[src/rtl/serial_collect_if.sv]
// ============================================================================
// Module      : serial_collect_if
// Description : Bundles the serial input handshake and the parallel word
//               output of serial_collect. Declare it with the same W as the
//               serial_collect instance it connects to.
//               Optional feature macro: SERIAL_COLLECT_PARITY_EN adds par_o.
// Signals     : in_bit, in_valid, in_start, out_ready  (toward collector)
//               word_o[W-1:0], out_valid, busy, frame_err, ovf, par_o
//                                                      (from collector)
// Revision    : 1.0 - initial release
// ============================================================================
`default_nettype none

interface serial_collect_if #(
  parameter int W = 8
);
  logic         in_bit;
  logic         in_valid;
  logic         in_start;
  logic         out_ready;
  logic [W-1:0] word_o;
  logic         out_valid;
  logic         busy;
  logic         frame_err;
  logic         ovf;
`ifdef SERIAL_COLLECT_PARITY_EN
  logic         par_o;

  modport master (
    output in_bit, in_valid, in_start, out_ready,
    input  word_o, out_valid, busy, frame_err, ovf, par_o
  );

  modport slave (
    input  in_bit, in_valid, in_start, out_ready,
    output word_o, out_valid, busy, frame_err, ovf, par_o
  );
`else
  modport master (
    output in_bit, in_valid, in_start, out_ready,
    input  word_o, out_valid, busy, frame_err, ovf
  );

  modport slave (
    input  in_bit, in_valid, in_start, out_ready,
    output word_o, out_valid, busy, frame_err, ovf
  );
`endif
endinterface

`default_nettype wire

[src/rtl/serial_collect.sv]
// ============================================================================
// Module      : serial_collect
// Description : Deserialises an LSB-first bit stream into W-bit words with a
//               one-deep output holding register and valid/ready handoff.
//               A start bit inside a partial frame aborts it (frame_err
//               pulse); a finished word arriving while the holding register
//               is still unconsumed is dropped and sets sticky ovf.
//               Optional feature macro: SERIAL_COLLECT_PARITY_EN registers
//               par_o = even parity (XOR) of word_o.
// Ports       : t_clk  - clock, rising edge
//               r_n    - asynchronous active-low reset
//               bus    - serial_collect_if.slave (serial in, word out)
// Revision    : 1.0 - initial release
// ============================================================================
`default_nettype none

module serial_collect #(
  parameter int W = 8
) (
  input  wire              t_clk,
  input  wire              r_n,
  serial_collect_if.slave  bus
);

  localparam int          c_CW   = (W > 1) ? $clog2(W) : 1;
  localparam logic [c_CW-1:0] c_LAST = c_CW'(W - 1);
  localparam logic [c_CW-1:0] c_ONE  = c_CW'(1);

  typedef enum logic [0:0] {
    S_IDLE  = 1'b0,
    S_SHIFT = 1'b1
  } state_t;

  state_t          r_state;
  logic [c_CW-1:0] r_cnt;
  logic [W-1:0]    r_shift;
  logic [W-1:0]    r_word;
  logic            r_out_valid;
  logic            r_frame_err;
  logic            r_ovf;
`ifdef SERIAL_COLLECT_PARITY_EN
  logic            r_par;
`endif

  // The finished word: bits collected so far plus the final bit on the wire.
  logic [W-1:0]    w_full;
  logic            w_can_load;

  always_comb begin
    w_full        = r_shift;
    w_full[W-1]   = bus.in_bit;
  end

  // Holding register is free if empty or being consumed this edge.
  assign w_can_load = !r_out_valid || bus.out_ready;

  always_ff @(posedge t_clk or negedge r_n) begin
    if (!r_n) begin
      r_state     <= S_IDLE;
      r_cnt       <= '0;
      r_shift     <= '0;
      r_word      <= '0;
      r_out_valid <= 1'b0;
      r_frame_err <= 1'b0;
      r_ovf       <= 1'b0;
`ifdef SERIAL_COLLECT_PARITY_EN
      r_par       <= 1'b0;
`endif
    end else begin
      r_frame_err <= 1'b0;
      // Consumption; a load further down overrides this back to 1.
      if (r_out_valid && bus.out_ready) begin
        r_out_valid <= 1'b0;
      end

      if (bus.in_valid) begin
        if (bus.in_start) begin
          // New frame from IDLE, or abort-and-restart from SHIFT.
          if (r_state == S_SHIFT) begin
            r_frame_err <= 1'b1;
          end
          r_shift <= {{(W-1){1'b0}}, bus.in_bit};
          r_cnt   <= c_ONE;
          r_state <= S_SHIFT;
        end else if (r_state == S_SHIFT) begin
          if (r_cnt == c_LAST) begin
            r_state <= S_IDLE;
            r_cnt   <= '0;
            if (w_can_load) begin
              r_word      <= w_full;
              r_out_valid <= 1'b1;
`ifdef SERIAL_COLLECT_PARITY_EN
              r_par       <= ^w_full;
`endif
            end else begin
              r_ovf <= 1'b1;
            end
          end else begin
            r_shift[r_cnt] <= bus.in_bit;
            r_cnt          <= r_cnt + c_ONE;
          end
        end
      end
    end
  end

  assign bus.word_o    = r_word;
  assign bus.out_valid = r_out_valid;
  assign bus.busy      = (r_state == S_SHIFT);
  assign bus.frame_err = r_frame_err;
  assign bus.ovf       = r_ovf;
`ifdef SERIAL_COLLECT_PARITY_EN
  assign bus.par_o     = r_par;
`endif

endmodule

`default_nettype wire

[src/flat_wrapper.sv]
// flat-port wrapper written by rule: the top's interface ports become plain ports
module serial_collect_flat 
#(
  parameter int W = 8
)
  (t_clk, r_n, bus_in_bit, bus_in_valid, bus_in_start, bus_out_ready, bus_word_o, bus_out_valid, bus_busy, bus_frame_err, bus_ovf);
  serial_collect_if #(.W(W)) bus_i ();
  input  wire t_clk;
  input  wire r_n;
  input wire logic [$bits(bus_i.in_bit)-1:0] bus_in_bit;
  input wire logic [$bits(bus_i.in_valid)-1:0] bus_in_valid;
  input wire logic [$bits(bus_i.in_start)-1:0] bus_in_start;
  input wire logic [$bits(bus_i.out_ready)-1:0] bus_out_ready;
  output wire logic [$bits(bus_i.word_o)-1:0] bus_word_o;
  output wire logic [$bits(bus_i.out_valid)-1:0] bus_out_valid;
  output wire logic [$bits(bus_i.busy)-1:0] bus_busy;
  output wire logic [$bits(bus_i.frame_err)-1:0] bus_frame_err;
  output wire logic [$bits(bus_i.ovf)-1:0] bus_ovf;
  assign bus_i.in_bit = bus_in_bit;
  assign bus_i.in_valid = bus_in_valid;
  assign bus_i.in_start = bus_in_start;
  assign bus_i.out_ready = bus_out_ready;
  assign bus_word_o = bus_i.word_o;
  assign bus_out_valid = bus_i.out_valid;
  assign bus_busy = bus_i.busy;
  assign bus_frame_err = bus_i.frame_err;
  assign bus_ovf = bus_i.ovf;
  serial_collect #(.W(W)) u_core (.t_clk(t_clk), .r_n(r_n), .bus(bus_i));
endmodule
[config.mk]
export PLATFORM = sky130hd
export DESIGN_NAME = serial_collect_flat
export DESIGN_NICKNAME = d
export VERILOG_FILES = /design/src/rtl/serial_collect_if.sv /design/src/rtl/serial_collect.sv /design/src/flat_wrapper.sv
export SDC_FILE = /design/constraint.sdc
export NUM_CORES = 1
export LEC_CHECK = 0
export ABC_AREA = 1
export BUFFER_PORTS_ARGS = -buffer_cell sky130_fd_sc_hd__buf_2
export CAP_MARGIN = 40
export CORE_MARGIN = 10
export CORE_UTILIZATION = 30
export DETAILED_ROUTE_END_ITERATION = 6
export PLACE_DENSITY_LB_ADDON = 0.08
export SLEW_MARGIN = 10
export SYNTH_ARGS = -nofsm -noshare
export SYNTH_HDL_FRONTEND = slang
export SYNTH_SLANG_ARGS = --single-unit
[constraint.sdc]
create_clock -name t_clk -period 1.4 [get_ports t_clk]
set_input_delay 0.07 -clock t_clk [delete_from_list [all_inputs] [get_ports t_clk]]
set_output_delay 0.07 -clock t_clk [all_outputs]
set_load 0.05 [all_outputs]
==> results of run 1 <==
-- layout make-up --
| class | count | area [um2] |
|---|---|---|
| fill | 358 | 1980 |
| sequential | 22 | 552 |
| multi-input combinational | 85 | 509 |
| timing repair buffer | 25 | 178 |
| inverter | 23 | 86.3 |
| tap | 46 | 57.6 |
| clock buffer | 4 | 26.3 |
-- sequential cells by signal, summed over array words and instances (netlist names) --
name / count
u_core.r_shift: 7
u_core.bus.out_valid: 1
u_core.bus.ovf: 1
u_core.bus.frame_err: 1
u_core.r_cnt: 3
u_core.bus.word_o: 8
u_core.bus.busy: 1
-- power groups by stage --
stage,logic [W],clock network [W],registers (W)
global route,0.000378,0.000343,0.000721
global placement,0.000291,0,0.000716
detailed placement,0.000292,0,0.000718
finish,0.000329,0.000298,0.000716
floorplan,0.000140,0,0.000771
CTS,0.000297,0.000318,0.000706
-- routing by layer --
metal / routed length [um] / up-vias / track usage (%) / share of wire (%)
met4: 34 / 0 / 3.23 / 1.5
met3: 147 / 4 / 2.70 / 6.3
met2: 1030 / 15 / 11.7 / 44
li1: - / 455 / - / -
met5: 0 / - / 0 / 0
met1: 1120 / 389 / 9.72 / 48
-- worst paths after layout --
path	end	slack, ns	cells past startpoint
setup / recovery	u_core.bus.word_o[3]	-0.04	8
hold / removal	u_core.bus.word_o[7]	0.08	3
setup reg to reg	u_core.bus.word_o[3]	-0.04	8
hold reg to reg	u_core.r_shift[3]	0.49	2
max in group asynchronous	u_core.bus.busy	0.79	2
min in group asynchronous	u_core.bus.word_o[0]	0.24	2
-- cells in the final DEF, fill, tap and decap left out --
cell                            count
sky130_fd_sc_hd__nand2_1           43
sky130_fd_sc_hd__inv_1             21
sky130_fd_sc_hd__dfrtp_1           21
sky130_fd_sc_hd__buf_2             17
sky130_fd_sc_hd__nand2_2           11
sky130_fd_sc_hd__o21ai_2            8
sky130_fd_sc_hd__o21ai_0            5
sky130_fd_sc_hd__nand3_1            5
sky130_fd_sc_hd__buf_4              5
sky130_fd_sc_hd__nor2_1             4
sky130_fd_sc_hd__ha_4               3
sky130_fd_sc_hd__clkbuf_4           3
sky130_fd_sc_hd__inv_2              2
sky130_fd_sc_hd__nand3_4            2
sky130_fd_sc_hd__o21bai_1           1
sky130_fd_sc_hd__nor3_2             1
sky130_fd_sc_hd__nand2_4            1
sky130_fd_sc_hd__a21oi_1            1
sky130_fd_sc_hd__clkbuf_1           1
sky130_fd_sc_hd__clkbuf_16          1
sky130_fd_sc_hd__dlygate4sd3_1      1
sky130_fd_sc_hd__buf_12             1
sky130_fd_sc_hd__dfrtp_2            1
-- stage by stage --
stage               power [W]  cell area, um2  utilization [%]  cells  setup slack (ns)
detailed placement    0.00101            1250             36.9    198           -0.0209
finish                0.00134            1410             41.6    205           -0.0413
floorplan            0.000911            1070                -    131          -0.00187
CTS                   0.00132            1290             38.2    203            0.0127
global placement      0.00101            1250             36.9    198            0.0219
global route          0.00144            1410             41.6    205           -0.0946
-- cells in the mapped netlist --
cell	instances	share of area [%]
sky130_fd_sc_hd__a21oi_1	1	0.47
sky130_fd_sc_hd__buf_6	1	1.1
sky130_fd_sc_hd__dfrtp_1	22	52
sky130_fd_sc_hd__ha_1	3	3.5
sky130_fd_sc_hd__inv_1	23	8.1
sky130_fd_sc_hd__nand2_1	54	19
sky130_fd_sc_hd__nand2_2	1	0.59
sky130_fd_sc_hd__nand3_1	6	2.8
sky130_fd_sc_hd__nand3_2	1	0.94
sky130_fd_sc_hd__nor2_1	4	1.4
sky130_fd_sc_hd__nor3_2	1	0.94
sky130_fd_sc_hd__o21ai_0	5	2.3
sky130_fd_sc_hd__o21ai_2	8	6.6
sky130_fd_sc_hd__o21bai_1	1	0.70
-- timing repair --
| action | in CTS | in global routing |
|---|---|---|
| endpoints found under the setup margin | 7 | 15 |
| buffers inserted | 0 | 1 |
| hold buffers | 1 | 0 |
| endpoints found under the hold margin | 22 | 0 |
| pin swaps | 0 | 4 |
| gates cloned | 0 | 1 |
| resized for setup | 2 | 21 |
-- cells by family (layout without fill, tap and decap cells) --
kind of cell    Yosys count  count (layout)
compound gates           15              15
flops                    22              22
fa+ha+maj                 3               3
simple gates             67              67
buf+inv                  24              52
-- critical path, delay by kind of cell (launching register included) --
kind,cells,cell delay (ns)
AO/OA/AOI/OAI,1,0.05
adder cells (fa/ha/maj),2,0.34
buffers and inverters,3,0.36
flip-flops,1,0.44
AND/OR/NAND/NOR,2,0.15
==> flow_summary.json, run 1 <==
{
  "power.internal_w": 0.000909,
  "combPwrFrac_pct": 24.5,
  "run_status": "finished, violations left",
  "worstSetupStartpointType": "flip-flop",
  "antenna-diode-count": 0,
  "cts.clk_slew.worst_paths_ns": 0.12,
  "cts_inserted_buffers": 3,
  "drt_pre_antenna_iters": 4,
  "globalRoute.totalOverflow": 0,
  "timing.max_slew.rel_slack_pct": 66.0,
  "pwr_density_cell_nw_per_um2": 953,
  "cts.htree.levels": 1,
  "crit-reg2reg-launch": "u_core.r_cnt[0]",
  "gp_congestion": 0.800,
  "min_period_ns": 1.44,
  "min_path_type": "in2reg",
  "share_of_the_synthesized_netlist_area_taken_by_xor_and_xnor_gates_pct": 0,
  "tightestPinTransition_ns": 0.510,
  "drt_wl_total_mm": 2.34,
  "synth_area_per_cell_um2": 8.15,
  "critical_path_class": "reg2reg",
  "cts.sinks": 22,
  "initial_antenna_violation_count": 0,
  "worst-path-max-fanout": 8,
  "synth_top_family_by_area": "simple AND/OR/NAND/NOR gates",
  "synthSimpleGateAreaFrac_pct": 25.7,
  "crit_path_max_incr_delay_ns": 0.44,
  "adder_cell_share_of_the_synthesized_area_pct": 3.52,
  "static-leakage-power_nw": 0.784,
  "drt_iter0_drc": 33,
  "finalCritPeriodShare_pct": 103,
  "switchingPower_w": 0.000434,
  "postSynthNetCount": 140,
  "number_of_top_level_design_ports": 18,
  "source_to_sink_clock_delay_at_the_later_pin_of_the_worst_skew_pair_ns": 0.31,
  "via_count": 863,
  "finalNetCount": 169,
  "timing.critical_path.arrival_ns": 1.64,
  "maxCapViolations": 0,
  "die_h_um": 79.6,
  "syn_area_um2": 1070,
  "die_w_um": 79.6,
  "clockBufferDepth": 2,
  "critical_path.startpoint": "u_core.r_cnt[0]",
  "finalSetupViolCount": 14,
  "crit_chain": "ha_4 > buf_4 > ha_4 > nand2_2 > inv_2 > nand3_4 > clkbuf_16 > o21ai_2",
  "fin_tns_setup_ns": -0.431,
  "grt_first_pass_wirelength_mm": 3.99,
  "synth_area_in_compound_gates_pct": 10.1,
  "post-dp-hpwl_mm": 1.59,
  "vdd_ir_drop_max_uv": 376,
  "tritoncts": "done",
  "grtUsageTotal_pct": 7.75,
  "hold_path_startpoint": "bus_in_bit",
  "drc_errors": 0,
  "fp.coreArea_um2": 3390,
  "detail_route.wl_per_cell_um": 11.4,
  "antenna_left": 0,
  "critical_path_capture_point_type": "flip-flop",
  "overall_die_area_um2": 6340,
  "crit_top_cell": "sky130_fd_sc_hd__ha_4",
  "fmax_mhz": 694,
  "ys_ff_latch": 22,
  "worst_hold_slack_ns": 0.0773,
  "fraction_of_layout_cells_with_a_size_suffix_above_1_pct": 35.2,
  "rows": 21,
  "share_clk_of_total_power_pct": 22.2,
  "sw_share_pct": 32.3,
  "pwr-share-seq_pct": 53.3,
  "synthMuxAreaShare_pct": 0,
  "share_of_synthesized_area_occupied_by_flip_flops_and_latches_pct": 51.6,
  "hold_violations": 0,
  "critical_path.slowest_cell": "sky130_fd_sc_hd__dfrtp_1",
  "required_ns": 1.60,
  "synthesis.yosys.warnings": 0,
  "first_global_vias": 879,
  "viasPerCell": 4.21,
  "rsz0062_at_grt": "true",
  "slew_viol_final": 0,
  "synth_cells": 131,
  "finalClockSkew_ns": 0.0110,
  "layout_setup_ws_ns": -0.0413,
  "floorplan.initialDensity_pct": 31.5,
  "cts_root_buffer": "sky130_fd_sc_hd__clkbuf_4",
  "grt_max_degree": 23,
  "yosys.cell_types.count": 14,
  "flow.area_growth_from_synthesis_pct": 32.0,
  "violations": "setup timing",
  "port-buffer-count": 17
}
Power figures use the tool's default switching activity.
==> run 2: changes to the inputs <==
==> constraint.sdc (replaced) <==
create_clock -name t_clk -period 1.53 [get_ports t_clk]
set_input_delay 0.0765 -clock t_clk [delete_from_list [all_inputs] [get_ports t_clk]]
set_output_delay 0.0765 -clock t_clk [all_outputs]
set_load 0.05 [all_outputs]
==> flow_summary.json, run 2 (synthesis gave the netlist of run 1 again) <==
{
  "cts_root_buffer": "sky130_fd_sc_hd__clkbuf_4",
  "slew_viol_final": 0,
  "rows": 21,
  "source_to_sink_clock_delay_at_the_later_pin_of_the_worst_skew_pair_ns": 0.30,
  "flow.area_growth_from_synthesis_pct": 23.0,
  "critical_path.startpoint": "u_core.r_cnt[1]",
  "antenna-diode-count": 0,
  "worst_hold_slack_ns": 0.0675,
  "tritoncts": "done",
  "num-fill-cells": 359,
  "grtUsageTotal_pct": 7.34,
  "reg2reg_depth": 7,
  "antenna_left": 0,
  "first_global_vias": 809,
  "detail_route.wl_per_cell_um": 10.4,
  "power.internal_w": 0.000807,
  "multi_input_area_um2": 458,
  "via_count": 840,
  "total_power_w": 0.00119,
  "cts.htree.levels": 1,
  "layout.cells.most_common": "sky130_fd_sc_hd__nand2_1",
  "vdd_ir_drop_max_uv": 483,
  "cts.sinks": 22,
  "cts.clk_slew.worst_paths_ns": 0.12,
  "tightestPinTransition_ns": 0.489,
  "grt_first_pass_wirelength_mm": 3.83,
  "worst_setup_path_endpoint": "u_core.r_shift[1]",
  "share_clk_of_total_power_pct": 22.3,
  "layout.cells.most_common_list": "54 x sky130_fd_sc_hd__nand2_1, 22 x sky130_fd_sc_hd__inv_1, 22 x sky130_fd_sc_hd__dfrtp_1, 17 x sky130_fd_sc_hd__buf_2, 8 x sky130_fd_sc_hd__o21ai_2",
  "timing.max_slew.rel_slack_pct": 67.4,
  "finalCritPeriodShare_pct": 93.6,
  "static-leakage-power_nw": 0.759,
  "gp_congestion": 0.765,
  "die_h_um": 79.6,
  "drt_wl_total_mm": 2.09,
  "globalRoute.totalOverflow": 0,
  "layout.cell_area.non_filler_um2": 1310,
  "viasPerCell": 4.18,
  "reg2reg_setup_slack_ns": 0.1,
  "critical_path_class": "reg2reg",
  "worstSetupStartpointType": "flip-flop",
  "drc_errors": 0,
  "fraction_of_layout_cells_with_a_size_suffix_above_1_pct": 25.2,
  "crit-reg2reg-launch": "u_core.r_cnt[1]",
  "finalNetCount": 166,
  "pwr-share-seq_pct": 54.6,
  "placed_inst_area_um2": 1230,
  "min_path_type": "in2reg",
  "drt_iter0_drc": 22,
  "critical_path_capture_point_type": "flip-flop",
  "fmax_mhz": 698,
  "pwr_density_cell_nw_per_um2": 906,
  "clockBufferDepth": 2,
  "timing.critical_path.arrival_ns": 1.68,
  "die_w_um": 79.6,
  "grt_max_degree": 23,
  "initial_antenna_violation_count": 0,
  "hold_violations": 0,
  "finalClockSkew_ns": 0.00465,
  "floorplan.initialDensity_pct": 31.5,
  "worst-path-max-fanout": 6,
  "run_status": "finished clean",
  "rsz0062_at_grt": "true",
  "post-dp-hpwl_mm": 1.57,
  "maxCapViolations": 0,
  "combPwrFrac_pct": 23.1,
  "sw_share_pct": 32.2,
  "layout.area.seq_um2": 551,
  "required_ns": 1.78,
  "min_period_ns": 1.43,
  "overall_die_area_um2": 6340,
  "fp.coreArea_um2": 3390,
  "largest_register_ff_count": 8,
  "number_of_top_level_design_ports": 18,
  "finalSetupViolCount": 0,
  "drt_pre_antenna_iters": 4,
  "cts_inserted_buffers": 3,
  "port-buffer-count": 17,
  "switchingPower_w": 0.000383,
  "critical_path.reg2reg.endpoint": "u_core.r_shift[1]"
}
-- run 2: how the worst min path moves through the flow --
stage	depth (start not counted)	end	start	slack (ns)
6_report	4	u_core.bus.out_valid	bus_out_ready	0.07
5_1_grt	4	u_core.bus.out_valid	bus_out_ready	0.09
4_1_cts	4	u_core.bus.out_valid	bus_out_ready	0.06
3_5_place_dp	1	u_core.r_shift[0]	r_n	0.08
3_3_place_gp	1	u_core.bus.word_o[0]	r_n	0.07
2_1_floorplan	0	u_core.bus.busy	r_n	-0.22
-- run 2: power by group through the flow --
stage | sequential (W) | combinational, W | clock (W)
4_1_cts | 0.000648 | 0.000262 | 0.000290
6_report | 0.000649 | 0.000275 | 0.000265
5_1_grt | 0.000655 | 0.000322 | 0.000310
2_1_floorplan | 0.000705 | 0.000128 | 0
3_5_place_dp | 0.000659 | 0.000257 | 0
3_3_place_gp | 0.000657 | 0.000256 | 0
-- run 2: through the flow --
stage | setup slack, ns | utilization (%) | setup TNS [ns] | instances
4_1_cts | 0.0260 | 37.5 | 0 | 200
2_1_floorplan | 0.110 | - | 0 | 131
5_1_grt | -0.00825 | 38.7 | -0.00825 | 201
6_report | 0.0974 | 38.7 | 0 | 201
3_5_place_dp | 0.0262 | 36.4 | 0 | 196
3_3_place_gp | 0.0421 | 36.4 | 0 | 196
-- run 2: repair_timing --
action	in CTS	in global routing
gates resized for setup	1	7
hold buffers	1	0
pin swaps	0	5
endpoints found under the setup margin	3	7
endpoints found under the hold margin	22	0
setup buffers	0	1
-- run 2: layer usage --
metal / share of wire [%] / track usage (%) / up-vias
li1: - / - / 451
met1: 49 / 9.22 / 373
met2: 44 / 11.5 / 12
met3: 6.1 / 2.59 / 4
met4: 1.3 / 2.15 / 0
met5: 0 / 0 / -
-- run 2: final cells by class --
| cell class | instances | area share [%] |
|---|---|---|
| Sequential cell | 22 | 41.9 |
| Multi-Input combinational cell | 85 | 34.9 |
| Timing Repair Buffer | 22 | 10.5 |
| Inverter | 23 | 6.58 |
| Tap cell | 46 | 4.39 |
| Clock buffer | 3 | 1.72 |
-- run 2: critical path, cell delays in order, from the launching register on --
cell	delay [ns]
sky130_fd_sc_hd__dfrtp_1	0.41
sky130_fd_sc_hd__ha_2	0.22
sky130_fd_sc_hd__ha_4	0.16
sky130_fd_sc_hd__inv_2	0.06
sky130_fd_sc_hd__nand3_4	0.08
sky130_fd_sc_hd__nor3_4	0.29
sky130_fd_sc_hd__nand2_1	0.09
sky130_fd_sc_hd__nand2_1	0.07
==> run 3: changes to the inputs <==
--- a/config.mk
+++ b/config.mk
@@ -6,13 +6,13 @@
 export NUM_CORES = 1
 export LEC_CHECK = 0
 export ABC_AREA = 1
-export BUFFER_PORTS_ARGS = -buffer_cell sky130_fd_sc_hd__buf_2
+export BUFFER_PORTS_ARGS = -buffer_cell sky130_fd_sc_hd__buf_4
 export CAP_MARGIN = 40
 export CORE_MARGIN = 10
 export CORE_UTILIZATION = 30
 export DETAILED_ROUTE_END_ITERATION = 6
 export PLACE_DENSITY_LB_ADDON = 0.08
-export SLEW_MARGIN = 10
+export SLEW_MARGIN = 20
 export SYNTH_ARGS = -nofsm -noshare
 export SYNTH_HDL_FRONTEND = slang
 export SYNTH_SLANG_ARGS = --single-unit
==> flow_summary.json, run 3 (synthesis gave the netlist of run 1 again) <==
{
  "run_status": "finished clean",
  "critical_path_capture_point_type": "flip-flop",
  "antenna_left": 0,
  "fraction_of_layout_cells_with_a_size_suffix_above_1_pct": 25.9,
  "share_clk_of_total_power_pct": 32.4,
  "rows": 21,
  "rsz0062_at_grt": "false",
  "cts_root_buffer": "sky130_fd_sc_hd__clkbuf_4",
  "sw_share_pct": 28.1,
  "cts.sinks": 22,
  "die_h_um": 79.6,
  "critical_path_class": "reg2reg",
  "drt_pre_antenna_iters": 4,
  "port-buffer-count": 17,
  "gp_congestion": 0.820,
  "power.internal_w": 0.000993,
  "whs_path_depth": 3,
  "globalRoute.totalOverflow": 0,
  "finalClockSkew_ns": 0.0155,
  "required_ns": 1.80,
  "worst_hold_slack_ns": 0.0658,
  "drt_wl_total_mm": 2.06,
  "grtUsageTotal_pct": 6.93,
  "pwr-share-seq_pct": 46.9,
  "via_count": 847,
  "layout_setup_ws_ns": 0.125,
  "finalCritPeriodShare_pct": 91.8,
  "min_path_type": "in2reg",
  "reg2reg_depth": 8,
  "grt_first_pass_wirelength_mm": 3.62,
  "flow.area_growth_from_synthesis_pct": 28.5,
  "number_of_top_level_design_ports": 18,
  "first_global_vias": 780,
  "post-dp-hpwl_mm": 1.57,
  "worst-path-max-fanout": 6,
  "min_period_ns": 1.40,
  "fp.coreArea_um2": 3390,
  "clockBufferDepth": 2,
  "timing.max_slew.rel_slack_pct": 81.4,
  "layout.cells.most_common": "sky130_fd_sc_hd__nand2_1",
  "detail_route.wl_per_cell_um": 10.1,
  "slew_viol_final": 0,
  "tritoncts": "done",
  "fmax_mhz": 712,
  "overall_die_area_um2": 6340,
  "maxCapViolations": 0,
  "static-leakage-power_nw": 0.781,
  "fin_tns_setup_ns": 0,
  "layout.cells.most_common_list": "54 x sky130_fd_sc_hd__nand2_1, 23 x sky130_fd_sc_hd__inv_1, 22 x sky130_fd_sc_hd__buf_4, 22 x sky130_fd_sc_hd__dfrtp_1, 8 x sky130_fd_sc_hd__o21ai_2",
  "drt_iter0_drc": 25,
  "source_to_sink_clock_delay_at_the_later_pin_of_the_worst_skew_pair_ns": 0.32,
  "placed_inst_area_um2": 1280,
  "hold_violations": 0,
  "floorplan.initialDensity_pct": 31.5,
  "cts_inserted_buffers": 3,
  "switchingPower_w": 0.000389,
  "drc_errors": 0,
  "tightestPinTransition_ns": 0.279,
  "timing.critical_path.arrival_ns": 1.68,
  "finalNetCount": 168,
  "die_w_um": 79.6,
  "initial_antenna_violation_count": 0,
  "antenna-diode-count": 0,
  "worstSetupStartpointType": "flip-flop",
  "combPwrFrac_pct": 20.6,
  "pwr_density_cell_nw_per_um2": 1010,
  "finalSetupViolCount": 0,
  "layout.cell_area.non_filler_um2": 1370,
  "viasPerCell": 4.15,
  "cts.clk_slew.worst_paths_ns": 0.13,
  "grt_max_degree": 23,
  "vdd_ir_drop_max_uv": 387,
  "preCtsSetupSlack_ns": 0.112,
  "cts.htree.levels": 1,
  "largest_register_ff_count": 8
}
[run 3: worst max-delay path, cell delays in order, from the launching register on]
cell	delay, ns
sky130_fd_sc_hd__dfrtp_1	0.41
sky130_fd_sc_hd__ha_2	0.20
sky130_fd_sc_hd__ha_2	0.18
sky130_fd_sc_hd__inv_1	0.06
sky130_fd_sc_hd__nand3_2	0.08
sky130_fd_sc_hd__nor3_2	0.18
sky130_fd_sc_hd__buf_4	0.16
sky130_fd_sc_hd__nand2_1	0.05
sky130_fd_sc_hd__nand2_1	0.05
[run 3: final timing paths]
kind	from	to	slack (ns)
worst max-delay path	u_core.r_cnt[0]	u_core.r_shift[4]	0.13
worst min-delay path	bus_in_bit	u_core.bus.word_o[7]	0.07
worst max register to register	u_core.r_cnt[0]	u_core.r_shift[4]	0.13
worst min register to register	u_core.r_shift[1]	u_core.r_shift[1]	0.50
max in group asynchronous	r_n	u_core.r_shift[0]	1.13
min in group asynchronous	r_n	u_core.r_cnt[2]	0.16
[run 3: cell type report]
cell class                 instances  area, um2
multi-input combinational         85        429
sequential                        22        551
tap                               46       57.6
clock buffer                       3       22.5
timing repair buffer              24        195
clock inverter                     1       30.0
inverter                          23       86.3
fill                             362       2020
[run 3: repair_timing]
action,in CTS,in global routing
setup buffers,0,2
resized for setup,0,3
hold buffers,1,0
endpoints found under the hold margin,22,0
setup endpoints to repair,0,6
[run 3: per-layer routing]
| layer | up-vias | track usage, % | wire (um) |
|---|---|---|---|
| li1 | 456 | - | - |
| met3 | 5 | 2.48 | 133 |
| met2 | 14 | 10.2 | 881 |
| met4 | 0 | 3.23 | 38 |
| met5 | - | 0 | 0 |
| met1 | 372 | 8.78 | 1000 |
[run 3: power by group through the flow]
stage	Clock, W	Sequential [W]	Combinational [W]
after floorplan	0	0.000705	0.000128
after global placement	0	0.000658	0.000270
after detailed placement	0	0.000660	0.000270
after CTS	0.000473	0.000649	0.000273
after global routing	0.000498	0.000654	0.000323
final	0.000448	0.000649	0.000285
[run 3: per-stage QoR]
step,power [W],instances,utilization [%]
after floorplan,0.000833,131,-
after global placement,0.000928,197,37.9
after detailed placement,0.000931,197,37.9
after CTS,0.00140,202,39.7
after global routing,0.00148,204,40.5
final,0.00138,204,40.5
